==> src/rtl/branch_ctrl.sv <==
// Branch resolution controller: captures a branch, drives the external comparator
// for one cycle, then holds the resolved next-PC until fetch accepts it.
module branch_ctrl (
  input  logic        clk,
  input  logic        rst_n,
  input  logic        req_valid,
  output logic        req_ready,
  input  logic [31:0] req_a,
  input  logic [31:0] req_b,
  input  logic [3:0]  req_bf,
  input  logic [31:0] req_pc,
  input  logic [15:0] req_imm,
  output logic [31:0] bce_a,
  output logic [31:0] bce_b,
  output logic [3:0]  bce_bf,
  input  logic        bce_bcres,
  output logic        redir_valid,
  input  logic        redir_ready,
  output logic [31:0] redir_pc,
  output logic        redir_taken,
  output logic        flush,
  output logic        illegal,
  output logic [15:0] taken_cnt
);

  typedef enum logic [1:0] {IDLE = 2'd0, EVAL = 2'd1, RESP = 2'd2} state_t;

  typedef struct packed {
    logic [31:0] a;
    logic [31:0] b;
    logic [3:0]  bf;
    logic [31:0] pc;
    logic [15:0] imm;
  } br_req_t;

  state_t      state;
  br_req_t     cap;
  logic        req_ready_q, redir_valid_q, taken_q, flush_q, illegal_q;
  logic [31:0] redir_pc_q;
  logic [15:0] cnt_q;

  logic        bf_ok, taken_n;
  logic [31:0] seq_pc, tgt_pc;

  always_comb begin
    bf_ok = 1'b0;
    case (cap.bf)
      4'b0010, 4'b0011, 4'b1000, 4'b1001, 4'b1010, 4'b1011: bf_ok = 1'b1;
      default: bf_ok = 1'b0;
    endcase
  end

  // Comparator output is only trusted for codes it actually implements.
  assign taken_n = bf_ok & bce_bcres;
  assign seq_pc  = cap.pc + 32'd4;
  assign tgt_pc  = seq_pc + {{14{cap.imm[15]}}, cap.imm, 2'b00};

  always_ff @(posedge clk or negedge rst_n) begin
    if (!rst_n) begin
      state         <= IDLE;
      cap           <= '0;
      req_ready_q   <= 1'b1;
      redir_valid_q <= 1'b0;
      redir_pc_q    <= '0;
      taken_q       <= 1'b0;
      flush_q       <= 1'b0;
      illegal_q     <= 1'b0;
      cnt_q         <= '0;
    end else begin
      // flush/illegal are single-cycle pulses on RESP entry only
      flush_q   <= 1'b0;
      illegal_q <= 1'b0;
      case (state)
        IDLE: begin
          if (req_valid) begin
            cap.a       <= req_a;
            cap.b       <= req_b;
            cap.bf      <= req_bf;
            cap.pc      <= req_pc;
            cap.imm     <= req_imm;
            req_ready_q <= 1'b0;
            state       <= EVAL;
          end
        end
        EVAL: begin
          taken_q       <= taken_n;
          redir_pc_q    <= taken_n ? tgt_pc : seq_pc;
          flush_q       <= taken_n;
          illegal_q     <= ~bf_ok;
          redir_valid_q <= 1'b1;
          if (taken_n && cnt_q != 16'hFFFF) cnt_q <= cnt_q + 16'd1;
          state         <= RESP;
        end
        RESP: begin
          if (redir_ready) begin
            redir_valid_q <= 1'b0;
            req_ready_q   <= 1'b1;
            state         <= IDLE;
          end
        end
        default: begin
          redir_valid_q <= 1'b0;
          req_ready_q   <= 1'b1;
          state         <= IDLE;
        end
      endcase
    end
  end

  assign req_ready   = req_ready_q;
  assign bce_a       = cap.a;
  assign bce_b       = cap.b;
  assign bce_bf      = cap.bf;
  assign redir_valid = redir_valid_q;
  assign redir_pc    = redir_pc_q;
  assign redir_taken = taken_q;
  assign flush       = flush_q;
  assign illegal     = illegal_q;
  assign taken_cnt   = cnt_q;

endmodule

==> config.mk <==
export PLATFORM = sky130hd
export DESIGN_NAME = branch_ctrl
export DESIGN_NICKNAME = d
export VERILOG_FILES = /design/src/rtl/branch_ctrl.sv
export SDC_FILE = /design/constraint.sdc
export NUM_CORES = 1
export LEC_CHECK = 0
export ABC_AREA = 1
export BUFFER_PORTS_ARGS = -buffer_cell sky130_fd_sc_hd__buf_2
export CAP_MARGIN = 10
export CORE_MARGIN = 2
export CORE_UTILIZATION = 45
export DETAILED_ROUTE_END_ITERATION = 8
export PLACE_DENSITY = 0.71
export SLEW_MARGIN = 0
export SYNTH_ARGS = -nofsm -noshare
export SYNTH_HDL_FRONTEND = slang
export SYNTH_SLANG_ARGS = --single-unit
==> constraint.sdc <==
create_clock -name clk -period 2.5 [get_ports clk]
set_input_delay 0 -clock clk [delete_from_list [all_inputs] [get_ports clk]]
set_output_delay 0 -clock clk [all_outputs]
set_load 0.01 [all_outputs]
==> flow_summary_export.csv, run 1 <==
group,metric,value,unit
outcome,status,"finished, violations left",
outcome,violations,"setup timing",
sta,setup-violations-final,23,
sta,fin_worst_skew,0.0220,ns
place,dpl_cell_area,0.0127,mm²
place,place_hpwl,22700,µm
cells_and_area,fillCellCount,1640,
sta,finalCriticalPeriod,3.05,ns
cts,clock_sinks,171,
cts,cts_tree,"built",
cts,cts_root_buffer,"clkbuf_16",
global_route,grt_util_met2,50.6,%
cts,htree_levels,4,
floorplan,dieWidth,156,µm
cts,cts_buffers,17,
global_route,grt_pass1_wl,56600,µm
global_route,antenna_found_initial,0,
hold_path,hold_class,"in -> reg",
synth,synth_top_area_cell,"dfrtp_1",
power_and_ir_drop,seqPwrFrac,21.8,%
power_and_ir_drop,pwr-share-clk,11.8,%
floorplan,dieHeight,156,µm
critical_path,cpPeakStageDelay,0.40,ns
cells_and_area,final_cell_mix,"543 x nand2_1, 240 x buf_2, 195 x buf_4",
cells_and_area,fin_area,0.0164,mm²
power_and_ir_drop,leakage,0.00869,µW
critical_path,cpMaxStageDelayCell,"dfrtp_1",
sta,finalWorstSetupSlack,-0.555,ns
place,gp_congestion,0.973,
power_and_ir_drop,finalPower,23000,µW
critical_path,crit_fanout,4,
drt,post_drt_wl_per_cell,16.8,µm
synth,muxShareOfSynthArea,0.108,%
synth,synth-seq-cells,171,
cells_and_area,nNetsFinal,2074,
synth,synthCells,1419,
power_and_ir_drop,sw_frac_of_total,46.5,%
cells_and_area,final_common_cell,"nand2_1",
synth,synth_fa_ha_area_share,4.76,%
synth,synth_edf_count,0,
synth,synth-seq-area-share,41.1,%
drt,via_per_inst,5.08,
drt,via_count,11247,
critical_path,startpoint_type,"flip-flop",
floorplan,initial_core_util,45.9,%
flow_run,drv_cap,0,
sta,worst_pin_slew,0.557,ns
synth,synthSimpleGateAreaFrac,33.1,%
synth,ys.flop_type,"dfrtp_1",
power_and_ir_drop,p_switching,10700,µW
critical_path,crit_type,"reg -> reg",
critical_path,required,2.84,ns
synth,synth_nets,1579,
synth,synth-xor-area-share,4.29,%
sta,setup_tns,-7.58,ns
cells_and_area,stdcell_count,2213,
power_and_ir_drop,internal-power,12300,µW
cts,clock_latency,0.45,ns
sta,hold_viol_final,0,
global_route,use_met1,36.5,%
synth,synth_compound_area_share,5.55,%
synth,yosysWarnings,0,
sta,slew_violations,0,
drt,ant_nets,0,
global_route,grt_busiest_layer,"met2",
floorplan,dieArea,0.0244,mm²
synth,synthDistinctLibCells,42,
synth,synth_top_area_share,40.9,%
sta,maxSlewHeadroom,62.9,%
critical_path,cp_common_cell,"buf_6",
cells_and_area,drive_above_1_share,41.0,%
floorplan,ios,242,
synth,synth_top_family_by_area,"simple AND/OR/NAND/NOR gates",
global_route,use_met3,5.00,%
cells_and_area,areaGrowthSynthToFinish,57.6,%
cts,clockBufferDepth,2,
place,portBuffers,241,
drt,drc_errors,0,
drt,wl,37100,µm
sta,fin_crit_sh,122,%
synth,syn_area,0.0104,mm²
critical_path,path_cells,"buf_6 -> nand2_4 -> buf_6 -> nor3_4 -> buf_6 -> xor2_2 -> buf_4 -> inv_4 -> ha_4 -> a21oi_4 -> nand2_2 -> a21oi_2 -> nand2_2 -> xnor2_1 -> nand2_1 -> o211ai_1 -> nand2_1",
power_and_ir_drop,combinationalPowerShare,66.4,%
sta,rsz0062_at_grt,"yes",
synth,avgSynthCellArea,7.34,µm²
critical_path,worst_ep_arrival_time,3.39,ns
global_route,first_global_vias,11373,
synth,synth_area_leaders,"dfrtp_1 41%, nand2_1 22%, buf_4 4.9%",
place,placedCellCount,2009,
global_route,grt_remaining_overflow,0,
power_and_ir_drop,p_per_area,1400,mW/mm²
critical_path,worstSetupEndpointType,"flip-flop",
global_route,grt_max_degree,92,
sta,fmax,0.327,GHz
global_route,grtUsageTotal,29.3,%
cts,clkSlewWorstSetupHoldPaths,0.09,ns
drt,dr.pass1.iters,5,
floorplan,rows,55,
synth,synthArstFlopShare,100,%
floorplan,core_area,0.0227,mm²
power_and_ir_drop,ir_drop,0.654,mV
drt,drtIter0Drc,748,
==> flip-flops by register name, summed over array words and instances, names as in the netlist, 2 cells and up <==
signal     cells
cap           48
taken_cnt     16
bce_bf         4
bce_a         32
state          2
redir_pc      32
bce_b         32
==> final cells by class <==
class / count / area (µm²) / share of cell area (%)
Clock inverter: 14 / 163 / 0.991
Antenna cell: 1 / 2.50 / 0.0153
Sequential cell: 171 / 4290 / 26.1
Inverter: 121 / 459 / 2.80
Timing Repair Buffer: 581 / 4210 / 25.7
Clock buffer: 18 / 429 / 2.62
Tap cell: 285 / 357 / 2.17
Multi-Input combinational cell: 1022 / 6500 / 39.6
==> worst max-delay path: cells and delay by family (launching register included) <==
family          cells  cell delay (ns)
xor+xnor            2             0.39
simple gates        6             0.78
flops               1             0.40
compound gates      3             0.50
fa+ha+maj           1             0.27
buf+inv             5             0.61
==> power groups by stage <==
stage	clock network, µW	logic (µW)	registers (µW)
finish	2710	15300	5020
floorplan	0	6540	4980
CTS	2730	13200	4960
global route	2860	16400	5160
global placement	0	10600	4910
detailed placement	0	10800	4920
==> cells in the mapped netlist (8+ instances only) <==
library cell  number
a21oi_1           45
buf_1              8
buf_2             14
buf_4             68
clkbuf_1          12
dfrtp_1          170
ha_1              38
inv_1            117
nand2_1          620
nand2_2            9
nand3_1           56
nand4_1           15
nor2_1            80
nor2_2             8
nor3_1             9
o21ai_0           35
o21bai_1           8
xnor2_1           20
xor2_1            31
==> cell families after synthesis <==
| group | after synthesis |
|---|---|
| simple gates | 827 |
| xor+xnor | 51 |
| compound gates | 104 |
| flops | 171 |
| fa+ha+maj | 39 |
| mux | 1 |
| buf+inv | 226 |
==> what timing repair did <==
item,4_1_cts,5_1_grt
gates resized for setup,206,140
setup endpoints to repair,25,26
hold buffers,121,0
endpoints found under the hold margin,290,0
pin swaps,80,86
setup buffers,33,21
==> layer usage <==
metal  vias to the layer above  part of all wire (%)
met5                         -                     0
met4                         0                   3.6
met3                        96                   5.8
met2                       456                    50
met1                      5372                    41
li1                       5323                     -
==> through the flow <==
| stage | hold WS [ns] | utilization [%] | worst slack, ns |
|---|---|---|---|
| floorplan | -0.296 | - | -0.0227 |
| global placement | 0.0491 | 55.9 | -0.491 |
| detailed placement | 0.0506 | 55.9 | -0.559 |
| CTS | 0.000518 | 69.0 | -0.231 |
| global route | 0.0335 | 72.2 | -0.586 |
| finish | 0.0117 | 72.2 | -0.555 |
==> worst paths after layout <==
kind | cells past startpoint | startpoint | endpoint | slack, ns
min | 4 | req_valid | bce_b[23] | 0.01
min reg2reg | 2 | redir_pc[14] | redir_pc[14] | 0.47
max in group asynchronous | 3 | rst_n | cap[32] | 1.91
max reg2reg | 17 | cap[24] | redir_pc[15] | -0.55
min in group asynchronous | 3 | rst_n | redir_pc[12] | 0.11
max | 17 | cap[24] | redir_pc[15] | -0.55
(Power assumes the default switching activity.)
==> run 2: changes to the inputs <==
PLACE_DENSITY = 0.69   (was 0.71)
SKIP_LAST_GASP = 1   (was unset)
clock period = 3.9 ns   (was 2.5 ns; I/O delays follow)
==> flow_summary_export.csv, run 2 (synthesized netlist as in run 1, its figures left out) <==
group,metric,value,unit
global_route,grt_pass1_wl,48800,µm
cells_and_area,regArea,0.00428,mm²
drt,dr.pass1.iters,5,
cells_and_area,final_util,58.0,%
sta,fmax,0.298,GHz
power_and_ir_drop,p_per_area,805,mW/mm²
sta,maxSlewHeadroom,24.9,%
floorplan,dieArea,0.0244,mm²
critical_path,required,4.23,ns
sta,setup_tns,0,ns
global_route,antenna_found_initial,0,
global_route,grt_max_degree,114,
critical_path,crit_fanout,5,
drt,drc_errors,0,
global_route,grtUsageTotal,25.0,%
drt,via_count,9782,
floorplan,initial_core_util,45.9,%
hold_path,hold_class,"in -> reg",
drt,wl,29800,µm
drt,drtIter0Drc,547,
power_and_ir_drop,leakage,0.00730,µW
outcome,status,"completed",
sta,rsz0062_at_grt,"no",
cells_and_area,nNetsFinal,1859,
drt,ant_nets,0,
sta,fin_crit_sh,86.2,%
drt,via_per_inst,4.90,
place,gp_congestion,0.970,
critical_path,path_cells,"ha_1 -> nand3_2 -> nor3_4 -> xor2_1 -> inv_1 -> ha_1 -> nand2_1 -> nor2_1 -> nand3_1 -> nand3_1 -> nand2_1 -> nand2_1 -> xnor2_1 -> nand2_1 -> nand2_1 -> nand2_1",
cells_and_area,stdcell_count,1997,
sta,finalCriticalPeriod,3.36,ns
critical_path,cpPeakStageDelay,0.41,ns
cells_and_area,final_cell_mix,"619 x nand2_1, 240 x buf_2, 170 x dfrtp_1",
cells_and_area,diodes,0,
global_route,grt_util_met2,41.7,%
drt,post_drt_wl_per_cell,14.9,µm
floorplan,dieWidth,156,µm
critical_path,startpoint_type,"flip-flop",
cts,clock_latency,0.44,ns
critical_path,worst_ep_arrival_time,3.69,ns
cts,cts_root_buffer,"clkbuf_16",
sta,slew_violations,0,
cts,htree_levels,4,
cts,cts_buffers,17,
cts,clock_sinks,171,
place,placedCellCount,1846,
cts,clkSlewWorstSetupHoldPaths,0.08,ns
cells_and_area,drive_above_1_share,19.0,%
global_route,first_global_vias,9896,
sta,hold_viol_final,0,
sta,fin_worst_skew,0.0181,ns
critical_path,worstSetupEndpointType,"flip-flop",
global_route,grt_remaining_overflow,0,
critical_path,crit_type,"reg -> reg",
cells_and_area,largest_reg_flops,48,
sta,setup-violations-final,0,
critical_path,cpMaxStageDelayCell,"dfrtp_1",
cells_and_area,areaGrowthSynthToFinish,26.5,%
place,portBuffers,241,
floorplan,core_area,0.0227,mm²
critical_path,cp_common_cell,"nand2_1",
cts,clockBufferDepth,2,
place,place_hpwl,20700,µm
cts,cts_tree,"built",
floorplan,dieHeight,156,µm
global_route,use_met1,33.4,%
floorplan,rows,55,
global_route,use_met3,4.11,%
cells_and_area,multi_input_area,0.00499,mm²
cells_and_area,top_register,"cap",
floorplan,ios,242,
flow_run,drv_cap,0,
global_route,grt_busiest_layer,"met2",
sta,worst_pin_slew,1.13,ns
cells_and_area,final_common_cell,"nand2_1",
power_and_ir_drop,ir_drop,0.341,mV
cts,cts_resized,0,
cells_and_area,fillCellCount,2041,
## run 2: changes by cell type in the layout (fill, tap and decap cells not counted), moves of 24 or more
cell / delta
a21oi_1: +25
buf_4: -190
ha_1: +31
ha_4: -30
inv_1: +24
nand2_1: +76
nand2_2: -51
nand2_4: -24
nor2_1: +37
nor2_4: -26
## run 2: cell type report
type | instances | share of cell area, %
multi-input cells | 1022 | 37.9
inverters | 121 | 3.47
clock inverters | 15 | 1.54
clock buffers | 17 | 3.23
repair buffers | 366 | 18.7
well taps | 285 | 2.71
flip-flops and latches | 171 | 32.5
## run 2: final timing paths
path | start | to | slack [ns] | cells after the start
min in group asynchronous | rst_n | redir_pc[10] | 0.16 | 2
max in group asynchronous | rst_n | bce_b[10] | 2.77 | 3
setup reg to reg | cap[19] | redir_pc[20] | 0.54 | 16
hold / removal | bce_bcres | flush | 0.14 | 4
setup / recovery | cap[19] | redir_pc[20] | 0.54 | 16
hold reg to reg | bce_a[28] | bce_a[28] | 0.48 | 2
## run 2: what timing repair did
| item | in CTS | in global routing |
|---|---|---|
| endpoints found under the hold margin | 193 | 0 |
| buffers inserted | 0 | 0 |
| hold buffers | 119 | 0 |
## run 2: critical path: cells and delay by family, from the launching register on
family                   cells  cell delay [ns]
adder cells (fa/ha/maj)      2             0.59
buffers and inverters        1             0.09
XOR/XNOR                     2             0.52
AND/OR/NAND/NOR             11             1.66
flip-flops                   1             0.41
## run 2: per-stage QoR
step | power, µW | cell area (µm²) | worst slack, ns | hold slack [ns]
4_1_cts | 10600 | 13200 | 0.637 | 0.137
2_1_floorplan | 7320 | 10400 | 1.33 | -0.296
5_1_grt | 11500 | 13200 | 0.335 | 0.168
3_5_place_dp | 8600 | 11400 | 0.656 | 0.0938
6_report | 10600 | 13200 | 0.540 | 0.143
3_3_place_gp | 8540 | 11400 | 0.670 | 0.0853
## run 2: routing by layer
metal	share of wire (%)	vias up
met4	2.3	0
met2	47	310
li1	-	4915
met1	45	4513
met3	5.3	44
met5	0	-
## run 2: power breakdown
part           leakage, µW  internal [µW]  total [µW]  switching (µW)
Combinational      0.00488           2040        5560            3510
Sequential         0.00211           2580        3240             658
Clock             0.000303            932        1800             870
